### src/rtl/xperiph_bridge.sv
// Memory-mapped bridge from the controller bus to NSLV peripheral windows,
// with per-slave wait states, bounded timeout and a sticky fault trap.
module xperiph_bridge #(
  parameter int unsigned          DATA_W = 32,
  parameter int unsigned          ADDR_W = 12,
  parameter int unsigned          NSLV   = 8,
  parameter int unsigned          SLV_AW = 4,
  parameter logic [ADDR_W-1:0]    BASE   = 12'h100,
  parameter int unsigned          TO_CYC = 15
) (
  input  logic                     clk50,
  input  logic                     rst,
  input  logic                     m_req,
  input  logic                     m_we,
  input  logic [ADDR_W-1:0]        m_addr,
  input  logic [DATA_W-1:0]        m_wdata,
  output logic [DATA_W-1:0]        m_rdata,
  output logic                     m_ack,
  output logic                     m_err,
  output logic [NSLV-1:0]          s_sel,
  output logic                     s_we,
  output logic [SLV_AW-1:0]        s_addr,
  output logic [DATA_W-1:0]        s_wdata,
  input  logic [NSLV*DATA_W-1:0]   s_rdata,
  input  logic [NSLV-1:0]          s_ack,
  output logic                     trap,
  output logic [ADDR_W-1:0]        err_addr
);

  localparam int unsigned IDX_W     = (NSLV > 1) ? $clog2(NSLV) : 1;
  localparam int unsigned WIN_WORDS = NSLV << SLV_AW;
  localparam int unsigned CNT_W     = 8;

  typedef enum logic [1:0] {IDLE, ACCESS, DONE, ERR} state_t;

  state_t              state_q, state_d;
  logic                we_q, we_d;
  logic [ADDR_W-1:0]   addr_q, addr_d;
  logic [DATA_W-1:0]   wdata_q, wdata_d;
  logic [IDX_W-1:0]    idx_q, idx_d;
  logic [CNT_W-1:0]    cnt_q, cnt_d;
  logic [DATA_W-1:0]   rdata_q, rdata_d;
  logic                trap_q, trap_d;
  logic [ADDR_W-1:0]   err_addr_q, err_addr_d;

  // Modular subtraction makes addresses below BASE wrap high and miss.
  logic [ADDR_W-1:0]   off;
  logic                hit;
  logic [IDX_W-1:0]    req_idx;
  logic                sel_ack;
  logic [DATA_W-1:0]   sel_rdata;

  assign off       = m_addr - BASE;
  assign hit       = 32'(off) < WIN_WORDS;
  assign req_idx   = IDX_W'(off >> SLV_AW);
  assign sel_ack   = s_ack[idx_q];
  assign sel_rdata = s_rdata[idx_q*DATA_W +: DATA_W];

  always_ff @(posedge clk50) begin
    if (rst) begin
      state_q    <= IDLE;
      we_q       <= 1'b0;
      addr_q     <= '0;
      wdata_q    <= '0;
      idx_q      <= '0;
      cnt_q      <= '0;
      rdata_q    <= '0;
      trap_q     <= 1'b0;
      err_addr_q <= '0;
    end else begin
      state_q    <= state_d;
      we_q       <= we_d;
      addr_q     <= addr_d;
      wdata_q    <= wdata_d;
      idx_q      <= idx_d;
      cnt_q      <= cnt_d;
      rdata_q    <= rdata_d;
      trap_q     <= trap_d;
      err_addr_q <= err_addr_d;
    end
  end

  always_comb begin
    state_d    = state_q;
    we_d       = we_q;
    addr_d     = addr_q;
    wdata_d    = wdata_q;
    idx_d      = idx_q;
    cnt_d      = cnt_q;
    rdata_d    = rdata_q;
    trap_d     = trap_q;
    err_addr_d = err_addr_q;
    case (state_q)
      IDLE: begin
        if (m_req) begin
          we_d    = m_we;
          addr_d  = m_addr;
          wdata_d = m_wdata;
          idx_d   = req_idx;
          if (hit) begin
            state_d = ACCESS;
            cnt_d   = CNT_W'(1);
          end else begin
            state_d = ERR;
            rdata_d = '1;
          end
        end
      end
      ACCESS: begin
        // An acknowledge in the final allowed cycle beats the timeout.
        if (sel_ack) begin
          state_d = DONE;
          rdata_d = we_q ? '0 : sel_rdata;
          cnt_d   = '0;
        end else if (cnt_q == CNT_W'(TO_CYC)) begin
          state_d = ERR;
          rdata_d = '1;
          cnt_d   = '0;
        end else begin
          cnt_d = cnt_q + CNT_W'(1);
        end
      end
      DONE: state_d = IDLE;
      ERR: begin
        state_d = IDLE;
        if (!trap_q) begin
          trap_d     = 1'b1;
          err_addr_d = addr_q;
        end
      end
      default: state_d = IDLE;
    endcase
  end

  always_comb begin
    s_sel = '0;
    m_ack = 1'b0;
    m_err = 1'b0;
    case (state_q)
      ACCESS: s_sel[idx_q] = 1'b1;
      DONE:   m_ack = 1'b1;
      ERR: begin
        m_ack = 1'b1;
        m_err = 1'b1;
      end
      default: ;
    endcase
  end

  assign m_rdata  = rdata_q;
  assign s_we     = we_q;
  assign s_addr   = addr_q[SLV_AW-1:0];
  assign s_wdata  = wdata_q;
  assign trap     = trap_q;
  assign err_addr = err_addr_q;

endmodule

### config.mk
export PLATFORM = sky130hd
export DESIGN_NAME = xperiph_bridge
export DESIGN_NICKNAME = d
export VERILOG_FILES = /design/src/rtl/xperiph_bridge.sv
export SDC_FILE = /design/constraint.sdc
export NUM_CORES = 1
export LEC_CHECK = 0
export CAP_MARGIN = 10
export CORE_AREA = 8 8 151 153
export CTS_BUF_LIST = sky130_fd_sc_hd__clkbuf_8
export CTS_CLUSTER_SIZE = 24
export DETAILED_ROUTE_END_ITERATION = 10
export DIE_AREA = 0 0 159 161
export PLACE_DENSITY = 0.74
export SLEW_MARGIN = 20
export SYNTH_ARGS = -nofsm -noshare
export SYNTH_HDL_FRONTEND = slang
export SYNTH_SLANG_ARGS = --single-unit
export TNS_END_PERCENT = 20
### constraint.sdc
create_clock -name clk50 -period 2.5 [get_ports clk50]
set_input_delay 0.375 -clock clk50 [delete_from_list [all_inputs] [get_ports clk50]]
set_output_delay 0.375 -clock clk50 [all_outputs]
set_load 0.03 [all_outputs]
# [Word level (Yosys, flattened, before mapping)]
# Cells that the tools add are included.
[classes] bitwise=1 reduce_logical=9 mux=23 n_shift=1 n_addsub=2 eq_ne=8 n_lt_le_gt_ge=3
[op_table] op="$shiftx 256x9->32" n=1
[op_table] op="$mux 32" n=5
[op_table] op="$pmux 32 s2" n=1
[op_table] op="$mux 8" n=5
[op_table] op="$pmux 8 s2" n=1
[op_table] op="$lt 12x8->1 const B" n=1
[op_table] op="$sub 12x9->12 const B" n=1
[op_table] op="$add 8x1->8 const B" n=1
[op_table] op="$eq 8x4->1 const B" n=1
[op_table] op="$mux 2" n=4
[op_table] op="$ne 2x2->1 const B" n=3
[op_table] op="$pmux 2 s3" n=1
[op_table] op="$reduce_and 2->1" n=3
[op_table] op="$eq 2x2->1 const B" n=2
[op_table] op="$lt 3x4->1 const B" n=1
[op_table] op="$mux 1" n=4
[op_table] op="$reduce_and 4->1" n=1
[op_table] op="$bmux 1 s3" n=1
[op_table] op="$demux 1 s3" n=1
[op_table] op="$ge 3x1->1 const B" n=1
[op_table] op="$ne 3x3->1 const B" n=1
[op_table] op="$reduce_and 3->1" n=1
[op_table] op="$eq 2x1->1 const B" n=1
[op_table] op="$logic_not 2->1" n=1
[op_table] op="other kinds (4)" n=4
[word_totals] register_bits=103 input_bits=312 wordCells=56 out_inout_bits=92

# [Longest topological paths before layout]
# Gate-level depths: netlist of the first run.
[depth] word_depth=5 depth_mapped=7

# [Worst setup path before layout of the first run]
# Ideal clock, no wire load.
[synth_timing] kind="register to output" start="register addr_q[4] (netlist name)" end="output s_sel[0]" slack_ns=0.391 n_path_buf=3 t_arrival_ns=1.734 stages_incl_launch_ff=5 path_cell_list="dfxtp_1 buf_6 buf_6 buf_2 nor4_1"
[synth_lines] element="end, declared" line_no="20" text="output logic [NSLV-1:0] s_sel,"

# [Final worst setup path of the first run]
[layout_timing] start="register state_q[1]" end="output s_sel[4]"
[layout_between] elab_chain_cells=2
[layout_lines] element="start, declared" line_no="36" text="state_t state_q, state_d;"
[layout_lines] element="start signal, assigned" line_no="71" text="state_q <= state_d;"
[layout_lines] element="$eq 2x1->1" line_no="139" text="case (state_q)"
[layout_lines] element="$mux 8" line_no="139"
# No other way between the ends.

==> impl_metrics.toml, run 1 <==
[sta]
slew_viol_final = 0
slew_headroom = 0.659
clock_skew_ns = 0.0195
setup_tns_ns = 0
fin_hold_ws_ns = 0.384
setup_viol = 0
fmax_ghz = 0.422
grt_setup_unrepaired = "no"
fin_crit_sh = 0.947
final_hold_viol_count = 0
fin_crit_ns = 2.37
worst_pin_slew_ns = 0.511

[logic_synthesis]
synthesis.nets = 884
synth-seq-cells = 100
synth.cell_area_sq_um = 5850
synth_cell_types = 40
ys_warn_count = 0
syn_area_per_cell_sq_um = 10.2
ys_seq_area_frac = 0.342
syn-instance-count = 571

[global_route]
grt_util_met2 = 0.326
top_usage_layer = "met2"
met1_usage = 0.241
grt_pass1_vias = 6487
grt.total_usage = 0.202
antenna_found_initial = 7
grt_max_degree = 51
grt_pass1_wl_um = 40100
use_met3 = 0.0764
globalRouteOverflowTotal = 0

[die]
die_height_um = 161
rows = 53
die_area_sq_um = 25600
die_w_um = 159
start_util = 0.284
core_sq_um = 20600
pin_count = 404

[critical_path]
rr_worst_depth = 5
worstPathRequired_ns = 2.12
criticalPathCategory = "reg -> out"
critPathMaxFanout = 7
worstSetupStartpointType = "flop"
crit_arrival_ns = 1.99
crit_path_end_kind = "output pin"

[route]
wl_um = 26900
viasPerCell = 5.08
ant_nets = 0
drc = 0
drt_iter0_drc = 433
vias = 6253
wl_per_cell_um = 21.8
first_pass_iters = 7

[finish]
utilization = 0.505
drive_gt1_frac = 0.149
nets = 1258
syn_to_final_growth_pct = 77.5

[clock_tree]
cts-root-buf = "clkbuf_8"
clock_sinks = 100
cts_inserted_buffers = 9
path_clk_slew_ns = 0.12
max-clock-path-buffers = 2
cts_tree = "built"
postCtsSetupBuffers = 0
h-tree-depth = 3
hold_buffers = 0
clkLatencyLatePin_ns = 0.38

[placement]
portBuffers = 403
globalplace.congestion = 0.882
dpl.hpwl_um = 21600

[worst_hold_path]
hold_path_class = "in -> reg"
holdPathStages = 2

[power_and_ir_drop]
powerDensity_nw_per_um2 = 465
ir_worst_vdd_mv = 0.404
power_leakage_nw = 3.66

[outcome]
status = "finished, final reports clean"

[run]
cap_violations = 0
==> power breakdown <==
group | switching (mW) | internal (mW) | total [mW]
clock network | 0.672 | 0.401 | 1.07
registers | 0.0907 | 1.73 | 1.82
logic | 0.889 | 1.05 | 1.94
==> synthesized netlist by cell type, drive strengths merged <==
cell,count,share of area
nand2,121,0.078
dfxtp,100,0.34
mux4,66,0.25
a21oi,62,0.053
clkbuf,38,0.024
inv,36,0.023
a221oi,33,0.080
a22oi,32,0.041
buf,20,0.025
nor2,12,0.0090
mux2,4,0.0077
mux2i,4,0.0068
nand2b,4,0.0043
nand3,4,0.0034
nor2b,4,0.0043
nor3,4,0.0034
or4,4,0.0051
o21ai,3,0.0026
o31ai,3,0.0039
a32oi,2,0.0043
and2,2,0.0021
or3,2,0.0021
a2111oi,1,0.0017
a21boi,1,0.0013
a41oi,1,0.0015
and4,1,0.0015
ha,1,0.0021
nor3b,1,0.0013
nor4,1,0.0011
o2111ai,1,0.0015
o21a,1,0.0013
o221ai,1,0.0045
or2,1,0.0011
==> worst max-delay path, stage by stage, from the launching register on <==
cell and delay (ns):
dfxtp_1 0.38, nand2b_1 0.30, nor3_1 0.23, clkdlybuf4s50_1 0.70
==> metrics by stage <==
| stage | std cells | total power, mW | setup slack [ns] | cell area, sq um |
|---|---|---|---|---|
| 6_report | 1232 | 4.83 | 0.132 | 10400 |
| 2_1_floorplan | 571 | 2.85 | 0.391 | 5850 |
| 5_1_grt | 1231 | 5.07 | 0.0442 | 10400 |
| 3_5_place_dp | 1209 | 3.80 | 0.0242 | 10100 |
| 4_1_cts | 1225 | 4.89 | 0.0195 | 10300 |
| 3_3_place_gp | 1209 | 3.78 | 0.0498 | 10100 |
==> per-layer routing <==
layer / share of wire / up-vias / routed length (um)
li1: - / 2887 / -
met1: 0.39 / 2981 / 10600
met2: 0.47 / 353 / 12700
met3: 0.11 / 32 / 2900
met4: 0.027 / 0 / 718
met5: 0 / - / 0
==> flip-flops by register name (all words and copies together), names as in the netlist <==
signal / cells
state_q: 2
s_wdata: 32
addr_q: 12
s_we: 1
err_addr: 12
m_rdata: 32
trap: 1
cnt_q: 8
==> cells by family (layout without fill, tap and decap cells) <==
group	after synthesis	count (layout)	share of synthesized area
flops	100	100	0.342
fa+ha+maj	1	1	0.00214
other cells	0	7	0
simple gates	161	161	0.116
compound gates	141	141	0.197
mux	74	74	0.269
buf+inv	94	473	0.0730
==> cell type report <==
class | count | area (sq um)
well taps | 275 | 344
fillers | 1853 | 10200
clock buffers | 9 | 124
clock inverters | 7 | 77.6
repair buffers | 421 | 4240
diodes | 7 | 17.5
multi-input cells | 377 | 3430
flip-flops and latches | 100 | 2010
inverters | 36 | 135
==> final timing paths <==
check / start / to / slack (ns)
worst min-delay path: rst / s_wdata[25] / 0.38
worst min register to register: s_wdata[0] / s_wdata[0] / 0.46
worst max-delay path: state_q[1] / s_sel[4] / 0.13
worst max register to register: addr_q[4] / m_rdata[17] / 0.35
==> placed cells by master (no fill, tap or decap), types with 2 or more instances in the layout <==
cell type,n
a21oi_1,62
a221oi_1,4
a221oi_2,29
a22oi_1,32
and2_1,2
buf_12,5
buf_4,14
clkbuf_8,9
clkdlybuf4s50_1,396
dfxtp_1,96
dfxtp_2,3
diode_2,7
dlygate4sd2_1,2
dlymetal6s2s_1,4
inv_1,36
inv_8,4
mux2_1,2
mux2_2,2
mux2i_1,4
mux4_2,66
nand2_1,121
nand2b_1,4
nand3_1,4
nor2_1,10
nor2_4,2
nor2b_1,3
nor3_1,4
o21ai_0,2
o31ai_1,3
or3_1,2
or4_1,4
==> timing repair <==
| item | 4_1_cts | 5_1_grt |
|---|---|---|
| gates cloned | 0 | 0 |
| resized for setup | 2 | 6 |
| endpoints found under the setup margin | 2 | 6 |
| pin swaps | 0 | 0 |
No activity file was read; power rests on OpenSTA's default activity.
==> run 2, diff against run 1 <==
Settings changed: TNS_END_PERCENT 20 to default.
==> run 2 against run 1 <==
Against the previous run: sequential cell count did not move; global-route usage is the same; combinational power hardly changed; fmax about the same; core utilization is the same; critical endpoint unchanged; clock power is essentially flat; die area did not move; clock skew about the same; cell area stayed put; cell count unchanged; highest routed layer unchanged.
==> impl_metrics.toml, run 2 (synthesis results as in run 1) <==
[outcome]
status = "finished, final reports clean"

[power_and_ir_drop]
p_int_mw = 3.18
powerDensity_nw_per_um2 = 465
ir_worst_vdd_mv = 0.404
switching_share = 0.342
power.share.clock = 0.222
power_leakage_nw = 3.66
p_sw_mw = 1.65
pwr-share-seq = 0.377
pwr-share-comb = 0.401

[global_route]
grt_max_degree = 51
antenna_found_initial = 7
grt_pass1_wl_um = 40100
grt_pass1_vias = 6487
globalRouteOverflowTotal = 0
grt.total_usage = 0.202

[finish]
syn_to_final_growth_pct = 77.5
drive_gt1_frac = 0.149
nets = 1258
final_common_cell = "clkdlybuf4s50_1"
utilization = 0.505
final_cell_mix = "clkdlybuf4s50_1 (396), nand2_1 (121), dfxtp_1 (96), mux4_2 (66), a21oi_1 (62)"
final_cells = 1232

[route]
vias = 6262
wl_per_cell_um = 21.8
wl_um = 26900
drc = 0
ant_nets = 0
viasPerCell = 5.08
drt_iter0_drc = 452
first_pass_iters = 7

[clock_tree]
clkLatencyLatePin_ns = 0.38
path_clk_slew_ns = 0.12
max-clock-path-buffers = 2
clock_sinks = 100
cts_tree = "built"
cts_inserted_buffers = 9
cts-root-buf = "clkbuf_8"
hold_buffers = 0
h-tree-depth = 3

[critical_path]
worstPathRequired_ns = 2.12
worstReg2RegStart = "addr_q[4]"
crit_path_end_kind = "output pin"
critPathMaxFanout = 7
criticalPathCategory = "reg -> out"
crit_start = "state_q[1]"
crit_arrival_ns = 1.99
worstSetupStartpointType = "flop"

[sta]
fmax_ghz = 0.423
fin_crit_sh = 0.947
grt_setup_unrepaired = "no"
slew_viol_final = 0
setup_tns_ns = 0
final_hold_viol_count = 0
worst_pin_slew_ns = 0.511
slew_headroom = 0.659
setup_viol = 0
clock_skew_ns = 0.0199
fin_crit_ns = 2.37

[die]
die_height_um = 161
rows = 53
die_w_um = 159
start_util = 0.284
core_sq_um = 20600
pin_count = 404
die_area_sq_um = 25600

[run]
cap_violations = 0

[worst_hold_path]
hold_start = "rst"
hold_path_class = "in -> reg"

[placement]
globalplace.congestion = 0.882
placed_cells = 1209
dpl.hpwl_um = 21600
portBuffers = 403
[run 2: cell counts in the layout (fill, tap and decap cells not counted)]
Identical to the previous run, type by type.
[run 2: power groups by stage]
stage	combinational [mW]	sequential, mW	clock, mW
floorplan	0.788	2.06	0
detailed placement	1.94	1.86	0
global route	2.06	1.84	1.17
CTS	1.95	1.82	1.12
finish	1.94	1.82	1.07
global placement	1.93	1.85	0
[run 2: layer usage]
| metal | part of all wire | track usage | vias up |
|---|---|---|---|
| met5 | 0 | 0 | - |
| li1 | - | - | 2883 |
| met1 | 0.39 | 0.241 | 2980 |
| met4 | 0.028 | 0.0742 | 0 |
| met2 | 0.47 | 0.326 | 365 |
| met3 | 0.11 | 0.0764 | 34 |
[run 2: layout make-up]
| cell class | instances | area, sq um |
|---|---|---|
| diodes | 7 | 17.5 |
| inverters | 36 | 135 |
| fillers | 1851 | 10200 |
| multi-input cells | 377 | 3430 |
| clock inverters | 7 | 77.6 |
| flip-flops and latches | 100 | 2010 |
| clock buffers | 9 | 124 |
| well taps | 275 | 344 |
| repair buffers | 421 | 4240 |
[run 2: timing repair]
item	4_1_cts	5_1_grt
endpoints found under the setup margin	2	6
gates resized for setup	2	6
setup buffers	0	0
[run 2: per-stage QoR]
stage | setup slack, ns | total power [mW] | hold slack [ns] | cell area, sq um
2_1_floorplan | 0.391 | 2.85 | 0.432 | 5850
3_3_place_gp | 0.0498 | 3.78 | 0.438 | 10100
3_5_place_dp | 0.0242 | 3.80 | 0.442 | 10100
4_1_cts | 0.0195 | 4.89 | 0.358 | 10300
5_1_grt | 0.0105 | 5.07 | 0.373 | 10400
6_report | 0.133 | 4.83 | 0.383 | 10400
[run 2: path summary, 6_finish.rpt]
path | to | slack, ns | cells after the start
min | s_wdata[25] | 0.38 | 2
max reg2reg | m_rdata[17] | 0.35 | 5
max | s_sel[4] | 0.13 | 3
min reg2reg | s_wdata[0] | 0.46 | 2
[run 2: critical path, stage by stage, from the launching register on]
cell	delay (ns)
dfxtp_1	0.38
nand2b_1	0.30
nor3_1	0.23
clkdlybuf4s50_1	0.70
==> run 3, diff against run 2 <==
Settings changed: CAP_MARGIN 10 to default.
Clock period 2.5 ns to 2.4 ns, I/O delays scaled along.
==> run 3 against run 2 <==
Against the previous run: cell area up 0.25%; highest routed layer unchanged; sequential power up 4%; sequential share of layout area down 0.073 points; largest power group unchanged; via count down 1.4%; total power up 4.9%; die area unchanged; cell count about the same; register-to-register slack worse by 0.17 ns; clock skew down 0.0033 ns.
==> impl_metrics.toml, run 3 (synthesis results as in run 1) <==
[critical_path]
crit_path_end_kind = "output pin"
crit_start = "state_q[0]"
crit_arrival_ns = 1.90
worstReg2RegStart = "addr_q[4]"
critPathTopFamily = "buffers and inverters"
worstSetupStartpointType = "flop"
crit_chain = "and2_1, clkdlybuf4s50_1"
critPathMaxFanout = 8
criticalPathCategory = "reg -> out"
worstPathRequired_ns = 2.04
crit_buf_inv = 1
cpPeakStageDelay_ns = 0.75
slowest_stage = "clkdlybuf4s50_1"

[clock_tree]
cts_tree = "built"
cts-root-buf = "clkbuf_8"
cts_inserted_buffers = 9
path_clk_slew_ns = 0.11
h-tree-depth = 3
max-clock-path-buffers = 2
postCtsSetupBuffers = 0
clkLatencyLatePin_ns = 0.38
clock_sinks = 100

[die]
pin_count = 404
die_area_sq_um = 25600
core_sq_um = 20600
die_height_um = 161
die_w_um = 159
rows = 53
start_util = 0.284

[power_and_ir_drop]
powerDensity_nw_per_um2 = 487
pwr-share-comb = 0.401
switching_share = 0.344
pwr-share-seq = 0.375
power.share.clock = 0.225
p_sw_mw = 1.74
ir_worst_vdd_mv = 0.343
p_int_mw = 3.32
power_leakage_nw = 3.63

[placement]
globalplace.congestion = 0.864
pre_cts_ws_ns = -0.0661
portBuffers = 403
dpl.hpwl_um = 21900

[worst_hold_path]
hold_path_class = "in -> reg"
hold_start = "rst"

[outcome]
status = "finished, final reports clean"

[route]
viasPerCell = 5.01
first_pass_iters = 5
vias = 6172
drc = 0
wl_per_cell_um = 21.9
ant_nets = 0
drt_iter0_drc = 404
wl_um = 27000

[sta]
grt_setup_unrepaired = "no"
slew_headroom = 0.597
fin_crit_sh = 0.940
final_hold_viol_count = 0
worst_pin_slew_ns = 0.604
fin_hold_ws_ns = 0.372
setup_tns_ns = 0
setup_viol = 0
clock_skew_ns = 0.0167
fin_ws_ns = 0.144
fmax_ghz = 0.443
slew_viol_final = 0
fin_crit_ns = 2.26

[finish]
final_cell_mix = "clkdlybuf4s50_1 (394), nand2_1 (121), dfxtp_1 (98), mux4_2 (66), a21oi_1 (62)"
drive_gt1_frac = 0.148
nets = 1259
final_common_cell = "clkdlybuf4s50_1"
n_fill_cell = 1883
syn_to_final_growth_pct = 78.0
utilization = 0.506

[global_route]
globalRouteOverflowTotal = 0
grt_pass1_vias = 6442
grt_pass1_wl_um = 40300
grt.total_usage = 0.203
grt_max_degree = 49
antenna_found_initial = 7

[run]
cap_violations = 0
## run 3: cell types whose count changed in the layout (fill, tap and decap cells not counted), sizes merged
cell,delta
buf,+1
clkdlybuf4s50,-2
clkinv,+3
clkinvlp,-1
dlygate4sd2,+6
dlymetal6s2s,-4
inv,-2
## run 3: layout make-up
type / count / area (sq um) / share of cell area
clock buffer: 9 / 124 / 0.0119
antenna: 7 / 17.5 / 0.00168
sequential: 100 / 2010 / 0.193
tap: 275 / 344 / 0.0331
clock inverter: 7 / 91.3 / 0.00878
timing repair buffer: 422 / 4250 / 0.409
multi-input combinational: 377 / 3430 / 0.330
inverter: 36 / 135 / 0.0130
## run 3: power by group through the flow
stage | Clock [mW] | Sequential, mW | Combinational (mW)
5_1_grt | 1.24 | 1.92 | 2.16
2_1_floorplan | 0 | 2.14 | 0.821
6_report | 1.14 | 1.90 | 2.03
3_3_place_gp | 0 | 1.93 | 2.02
4_1_cts | 1.19 | 1.90 | 2.05
3_5_place_dp | 0 | 1.94 | 2.04
## run 3: worst reg2reg max path, cell delays in order (launching register included)
cell      delay, ns
dfxtp_4        0.51
mux2_1         0.41
mux4_2         0.54
o221ai_4       0.18
buf_12         0.25
a221oi_1       0.19
## run 3: repair_timing
item	in CTS	in global routing
resized for setup	8	0
hold buffers	0	0
endpoints found under the setup margin	8	0
## run 3: per-layer routing
layer / global-route usage / share of wire
met1: 0.238 / 0.40
met2: 0.338 / 0.48
met3: 0.0741 / 0.095
met4: 0.0729 / 0.029
met5: 0 / 0
## run 3: path summary, 6_finish.rpt
kind / to / slack (ns) / cells past startpoint
setup / recovery: m_err / 0.14 / 2
hold / removal: state_q[1] / 0.37 / 2
setup reg to reg: m_rdata[17] / 0.18 / 5
hold reg to reg: s_wdata[27] / 0.46 / 2
## run 3: stage by stage
stage,total power [mW],cells,cell area (sq um)
final,5.06,1233,10400
after global routing,5.32,1233,10400
after CTS,5.13,1226,10400
after detailed placement,3.98,1210,10200
after global placement,3.95,1210,10200
after floorplan,2.97,571,5850
